## config.mk

```make
export PLATFORM = sky130hd
export DESIGN_NAME = digit_serial_add3_flat
export DESIGN_NICKNAME = d
export VERILOG_FILES = /design/src/rtl/digit_serial_add3_if.sv /design/src/rtl/digit_serial_add3.sv /design/src/flat_wrapper.sv
export SDC_FILE = /design/constraint.sdc
export NUM_CORES = 1
export LEC_CHECK = 0
export CAP_MARGIN = 20
export CORE_UTILIZATION = 44
export DETAILED_ROUTE_END_ITERATION = 8
export GPL_TIMING_DRIVEN = 0
export PLACE_DENSITY = 0.82
export SLEW_MARGIN = 10
export SYNTH_ARGS = -nofsm -noshare
export SYNTH_HDL_FRONTEND = slang
export SYNTH_SLANG_ARGS = --single-unit
```

## constraint.sdc

```tcl
create_clock -name clk -period 1.8 [get_ports clk]
set_clock_uncertainty 0.2 [all_clocks]
set_input_delay 0.36 -clock clk [delete_from_list [all_inputs] [get_ports clk]]
set_output_delay 0.36 -clock clk [all_outputs]
set_load 0.01 [all_outputs]
```

## src/rtl/digit_serial_add3_if.sv

```systemverilog
// Operand/result handshake bundle for digit_serial_add3.
// The optional sub line exists only when DIGIT_SERIAL_ADD3_SUB_EN is defined.
interface digit_serial_add3_if #(parameter int WIDTH = 12);
  // Valid/ready: a transfer happens on a rising edge where valid and ready are both 1.
  // A producer holds valid and its payload until that edge.
  // A consumer's ready never depends combinationally on valid.
  logic             in_valid;
  logic             in_ready;
  logic [WIDTH-1:0] a;
  logic [WIDTH-1:0] b;
`ifdef DIGIT_SERIAL_ADD3_SUB_EN
  logic             sub;
`endif
  logic             out_valid;
  logic             out_ready;
  logic [WIDTH-1:0] sum;
  logic             cout;

  modport master (
`ifdef DIGIT_SERIAL_ADD3_SUB_EN
    output sub,
`endif
    output in_valid, input in_ready, output a, output b,
    input out_valid, output out_ready, input sum, input cout
  );

  modport slave (
`ifdef DIGIT_SERIAL_ADD3_SUB_EN
    input sub,
`endif
    input in_valid, output in_ready, input a, input b,
    output out_valid, input out_ready, output sum, output cout
  );
endinterface

```

## src/rtl/digit_serial_add3.sv

```systemverilog
// Digit-serial adder: WIDTH-bit sum produced 3 bits per clock through one FA-based slice.
// Optional subtract mode is enabled by defining DIGIT_SERIAL_ADD3_SUB_EN.
module digit_serial_add3 #(
  parameter int WIDTH = 12
) (
  input  logic                clk,
  input  logic                rst,
  digit_serial_add3_if.slave  bus,
  output logic [1:0]          state_dbg
);
  localparam int N  = WIDTH / 3;
  localparam int CW = (N > 1) ? $clog2(N) : 1;
  localparam logic [CW-1:0] LAST = CW'(N - 1);

  if ((WIDTH % 3) != 0 || WIDTH < 3) begin : g_bad_width
    $error("digit_serial_add3: WIDTH must be a multiple of 3 and at least 3");
  end

  typedef enum logic [1:0] {
    S_IDLE = 2'd0,
    S_RUN  = 2'd1,
    S_DONE = 2'd2
  } state_t;

  state_t           state, state_next;
  logic [WIDTH-1:0] a_sh, b_sh, res;
  logic             carry, cout_r;
  logic [CW-1:0]    cnt;
  logic [2:0]       b_dig, slice_sum;
  logic             c1, c2, slice_cout;
  logic             accept, release_out, last_digit;

  function automatic logic [1:0] fa(input logic x, input logic y, input logic ci);
    fa = {(x & y) | (ci & (x ^ y)), x ^ y ^ ci};
  endfunction

`ifdef DIGIT_SERIAL_ADD3_SUB_EN
  logic sub_r;
  // Subtraction is a + ~b + 1: invert b digits, seed carry with 1 at accept.
  assign b_dig = b_sh[2:0] ^ {3{sub_r}};
`else
  assign b_dig = b_sh[2:0];
`endif

  assign {c1,         slice_sum[0]} = fa(a_sh[0], b_dig[0], carry);
  assign {c2,         slice_sum[1]} = fa(a_sh[1], b_dig[1], c1);
  assign {slice_cout, slice_sum[2]} = fa(a_sh[2], b_dig[2], c2);

  assign accept      = bus.in_valid & (state == S_IDLE);
  assign release_out = bus.out_ready & (state == S_DONE);
  assign last_digit  = (state == S_RUN) && (cnt == LAST);

  always_comb begin
    state_next = state;
    case (state)
      S_IDLE:  if (accept) state_next = S_RUN;
      S_RUN:   if (last_digit) state_next = S_DONE;
      S_DONE:  if (release_out) state_next = S_IDLE;
      default: state_next = S_IDLE;
    endcase
  end

  always_ff @(posedge clk) begin
    if (rst) state <= S_IDLE;
    else     state <= state_next;
  end

  always_ff @(posedge clk) begin
    if (rst) begin
      a_sh   <= '0;
      b_sh   <= '0;
      res    <= '0;
      carry  <= 1'b0;
      cout_r <= 1'b0;
      cnt    <= '0;
`ifdef DIGIT_SERIAL_ADD3_SUB_EN
      sub_r  <= 1'b0;
`endif
    end else if (accept) begin
      a_sh   <= bus.a;
      b_sh   <= bus.b;
      res    <= '0;
      cout_r <= 1'b0;
      cnt    <= '0;
`ifdef DIGIT_SERIAL_ADD3_SUB_EN
      sub_r  <= bus.sub;
      carry  <= bus.sub;
`else
      carry  <= 1'b0;
`endif
    end else if (state == S_RUN) begin
      a_sh  <= a_sh >> 3;
      b_sh  <= b_sh >> 3;
      // New digit enters at the top, so after N digits digit 0 sits at the LSBs.
      res   <= WIDTH'({slice_sum, res} >> 3);
      carry <= slice_cout;
      cnt   <= cnt + 1'b1;
      if (last_digit) cout_r <= slice_cout;
    end
  end

  assign bus.in_ready  = (state == S_IDLE);
  assign bus.out_valid = (state == S_DONE);
  assign bus.sum       = res;
  assign bus.cout      = cout_r;
  assign state_dbg     = state;
endmodule

```

## src/flat_wrapper.sv

```systemverilog
// flat-port wrapper written by rule: the top's interface ports become plain ports
module digit_serial_add3_flat 
#(
  parameter int WIDTH = 12
)
  (clk, rst, state_dbg, bus_in_valid, bus_in_ready, bus_a, bus_b, bus_out_valid, bus_out_ready, bus_sum, bus_cout);
  digit_serial_add3_if #(.WIDTH(WIDTH)) bus_i ();
  input  logic clk;
  input  logic rst;
  output logic [1:0] state_dbg;
  input wire logic [$bits(bus_i.in_valid)-1:0] bus_in_valid;
  output wire logic [$bits(bus_i.in_ready)-1:0] bus_in_ready;
  input wire logic [$bits(bus_i.a)-1:0] bus_a;
  input wire logic [$bits(bus_i.b)-1:0] bus_b;
  output wire logic [$bits(bus_i.out_valid)-1:0] bus_out_valid;
  input wire logic [$bits(bus_i.out_ready)-1:0] bus_out_ready;
  output wire logic [$bits(bus_i.sum)-1:0] bus_sum;
  output wire logic [$bits(bus_i.cout)-1:0] bus_cout;
  assign bus_i.in_valid = bus_in_valid;
  assign bus_in_ready = bus_i.in_ready;
  assign bus_i.a = bus_a;
  assign bus_i.b = bus_b;
  assign bus_out_valid = bus_i.out_valid;
  assign bus_i.out_ready = bus_out_ready;
  assign bus_sum = bus_i.sum;
  assign bus_cout = bus_i.cout;
  digit_serial_add3 #(.WIDTH(WIDTH)) u_core (.clk(clk), .rst(rst), .bus(bus_i), .state_dbg(state_dbg));
endmodule
```

==> flow_summary.json <==
{
  "hold_viol_final": 0,
  "die_w_um": 68.1,
  "antenna_found_initial": 0,
  "cp-end-kind": "register",
  "violations": "negative setup slack",
  "grt_pass1_wl_mm": 7.41,
  "grt_overflow_total": 0,
  "setup_violations": 3,
  "coreArea_sq_um": 4090,
  "final.min_clock_period_ns": 1.93,
  "yosysTopAreaCellShare_pct": 43.8,
  "post-dp-hpwl_mm": 3.09,
  "cts_tree": "yes",
  "dpl_cell_area_sq_um": 2420,
  "rows": 23,
  "hold_path_class": "reg2reg",
  "hold_buffers": 0,
  "synthTopCellsByArea": "dfxtp_1 44%, a21oi_1 9.4%, nand2_1 7.8%",
  "synth.lib_cells_used.distinct": 29,
  "power.total_mw": 2.12,
  "drt_iter0_drc": 75,
  "start_util_pct": 47.0,
  "fmax_mhz": 517,
  "cts-root-buf": "clkbuf_8",
  "gp_congestion": 0.794,
  "dp_slack_ns": -0.361,
  "fin_nets": 309,
  "grt_usage_pct": 21.9,
  "rr_worst_depth": 7,
  "clockBufferDepth": 2,
  "switching_power_mw": 0.542,
  "path_class": "reg2reg",
  "grt_max_degree": 14,
  "holdWs_ns": 0.253,
  "setup_ws_ns": -0.134,
  "tightest_slew_ns": 0.528,
  "rsz0062_at_grt": "true",
  "p_leak_nw": 1.12,
  "drc_errors": 0,
  "clock_latency_ns": 0.30,
  "cts_inserted_buffers": 5,
  "die_y_um": 68.1,
  "area_growth_pct": 35.0,
  "routed_wl_mm": 4.38,
  "worstPathRequired_ns": 1.79,
  "combPwrFrac_pct": 16.8,
  "finalCritPeriodShare_pct": 107,
  "clock-sinks": 42,
  "dr.pass1.iters": 5,
  "antenna_cells": 0,
  "yosysWarningCount": 0,
  "peakVddDrop_mv": 0.572,
  "layout_common_cells": "40 x nand2_1, 38 x dfxtp_1, 36 x a21oi_1, 30 x clkdlybuf4s50_1, 23 x nor2_1",
  "holdPathStages": 2,
  "slew_viol_final": 0,
  "r2r_start": "u_core.carry",
  "r2r_end": "u_core.bus.sum[11]",
  "syn_nets": 256,
  "seq_area_frac_synth_pct": 43.8,
  "avgViaCountPerCell": 5.16,
  "post_drt_wl_per_cell_um": 13.4,
  "reg2reg_slack_ns": -0.13,
  "min_from": "u_core.bus.sum[2]",
  "holdPathEnd": "u_core.bus.sum[2]",
  "ys_ff_latch": 42,
  "synth_cells": 224,
  "stdcell_area_sq_um": 2590,
  "p_sw_share_pct": 25.6,
  "yosysTopAreaCell": "dfxtp_1",
  "seqPwrFrac_pct": 48.0,
  "maxCapViolations": 0,
  "vias": 1691,
  "arrival_ns": 1.93,
  "synth.avg_cell_area_sq_um": 8.58,
  "slew_headroom_pct": 64.8,
  "htree_levels": 2,
  "clkTransAtPathRegs_ns": 0.08,
  "netlist_area_sq_um": 1920,
  "dieArea_sq_um": 4640,
  "start_kind": "register",
  "layout_commonest_cell": "nand2_1",
  "p_clk_share_pct": 35.2,
  "drive_gt1_share_pct": 21.9,
  "p_int_mw": 1.58,
  "p_per_area_nw_per_um2": 817,
  "status": "complete, but fails checks",
  "io_pins": 45,
  "port_buffers": 43,
  "antenna_left": 0,
  "grt_pass1_vias": 1637,
  "path_max_fanout": 2
}
## cells in the mapped netlist
| library cell | number |
|---|---|
| buf_4 | 1 |
| o221a_2 | 6 |
| buf_6 | 6 |
| a211oi_1 | 11 |
| dfxtp_1 | 42 |
| nor3b_4 | 1 |
| nor3_1 | 1 |
| a22oi_1 | 1 |
| inv_1 | 11 |
| ha_1 | 1 |
| a311oi_1 | 1 |
| nand2_1 | 40 |
| and2b_1 | 1 |
| nor2_1 | 26 |
| buf_12 | 1 |
| o22a_1 | 2 |
| nand3_1 | 6 |
| nor2b_1 | 1 |
| a211oi_2 | 4 |
| or3b_1 | 1 |
| a21oi_2 | 4 |
| clkbuf_1 | 5 |
| buf_2 | 7 |
| xnor2_1 | 1 |
| a21oi_1 | 36 |
| mux2i_1 | 1 |
| fa_1 | 3 |
| nand2b_4 | 1 |
| nand2b_1 | 2 |
## how the worst max path moves through the flow
stage | to | depth (start not counted) | slack, ns | from
floorplan | u_core.bus.sum[11] | 7 | -0.08 | u_core.b_sh[0]
CTS | u_core.bus.sum[11] | 7 | -0.13 | u_core.carry
global route | u_core.bus.sum[11] | 7 | -0.16 | u_core.carry
finish | u_core.bus.sum[11] | 7 | -0.13 | u_core.carry
detailed placement | bus_out_valid | 4 | -0.36 | u_core.state_dbg[1]
global placement | bus_out_valid | 4 | -0.36 | u_core.state_dbg[1]
## critical path: stages (launching register included)
cell	delay, ns
dfxtp_2	0.34
inv_2	0.04
fa_2	0.37
inv_2	0.06
fa_2	0.19
inv_2	0.04
fa_2	0.53
a211oi_2	0.06
## routing by layer
metal	GRT usage, %	up-vias	routed length, um
met4	10.9	0	110
met2	36.0	50	2120
li1	-	861	-
met5	0	-	0
met1	26.0	766	1930
met3	6.00	14	229
## sequential cells by signal, summed over array words and instances, names as in the netlist
name,count
u_core.bus.sum,12
u_core.state_dbg,2
u_core.carry,1
u_core.bus.cout,1
u_core.cnt,2
u_core.b_sh,12
u_core.a_sh,12
## metrics by stage
| step | setup TNS [ns] | instances | util [%] |
|---|---|---|---|
| 2_1_floorplan | -0.0784 | 224 | - |
| 3_3_place_gp | -9.73 | 317 | 59.3 |
| 3_5_place_dp | -10.55 | 317 | 59.3 |
| 4_1_cts | -0.269 | 326 | 62.5 |
| 5_1_grt | -0.501 | 328 | 63.5 |
| 6_report | -0.246 | 328 | 63.5 |
## area by class of cell
class                      count  area (sq um)
inverter                      11          41.3
multi-input combinational    151           913
timing repair buffer          47           470
buffer                        19           148
clock inverter                 2          37.5
fill                         363          1490
clock buffer                   6          72.6
tap                           50          62.6
sequential                    42           848
## power by group through the flow
stage | clock network (mW) | registers, mW | logic, mW
2_1_floorplan | 0 | 1.03 | 0.220
3_3_place_gp | 0 | 1.04 | 0.340
3_5_place_dp | 0 | 1.04 | 0.349
4_1_cts | 0.758 | 1.02 | 0.353
5_1_grt | 0.801 | 1.03 | 0.397
6_report | 0.745 | 1.02 | 0.357
## cell families after synthesis
family          synth area share [%]
mux                            0.521
compound gates                  23.4
simple gates                    18.2
fa+ha+maj                       3.78
flops                           43.8
xor+xnor                       0.456
buf+inv                         9.90
## repair_timing
item / in CTS / in global routing
setup buffers: 1 / 3
endpoints found under the setup margin: 17 / 33
pin swaps: 0 / 2
endpoints found under the hold margin: 0 / 0
resized for setup: 18 / 15
(Power assumes the default switching activity.)
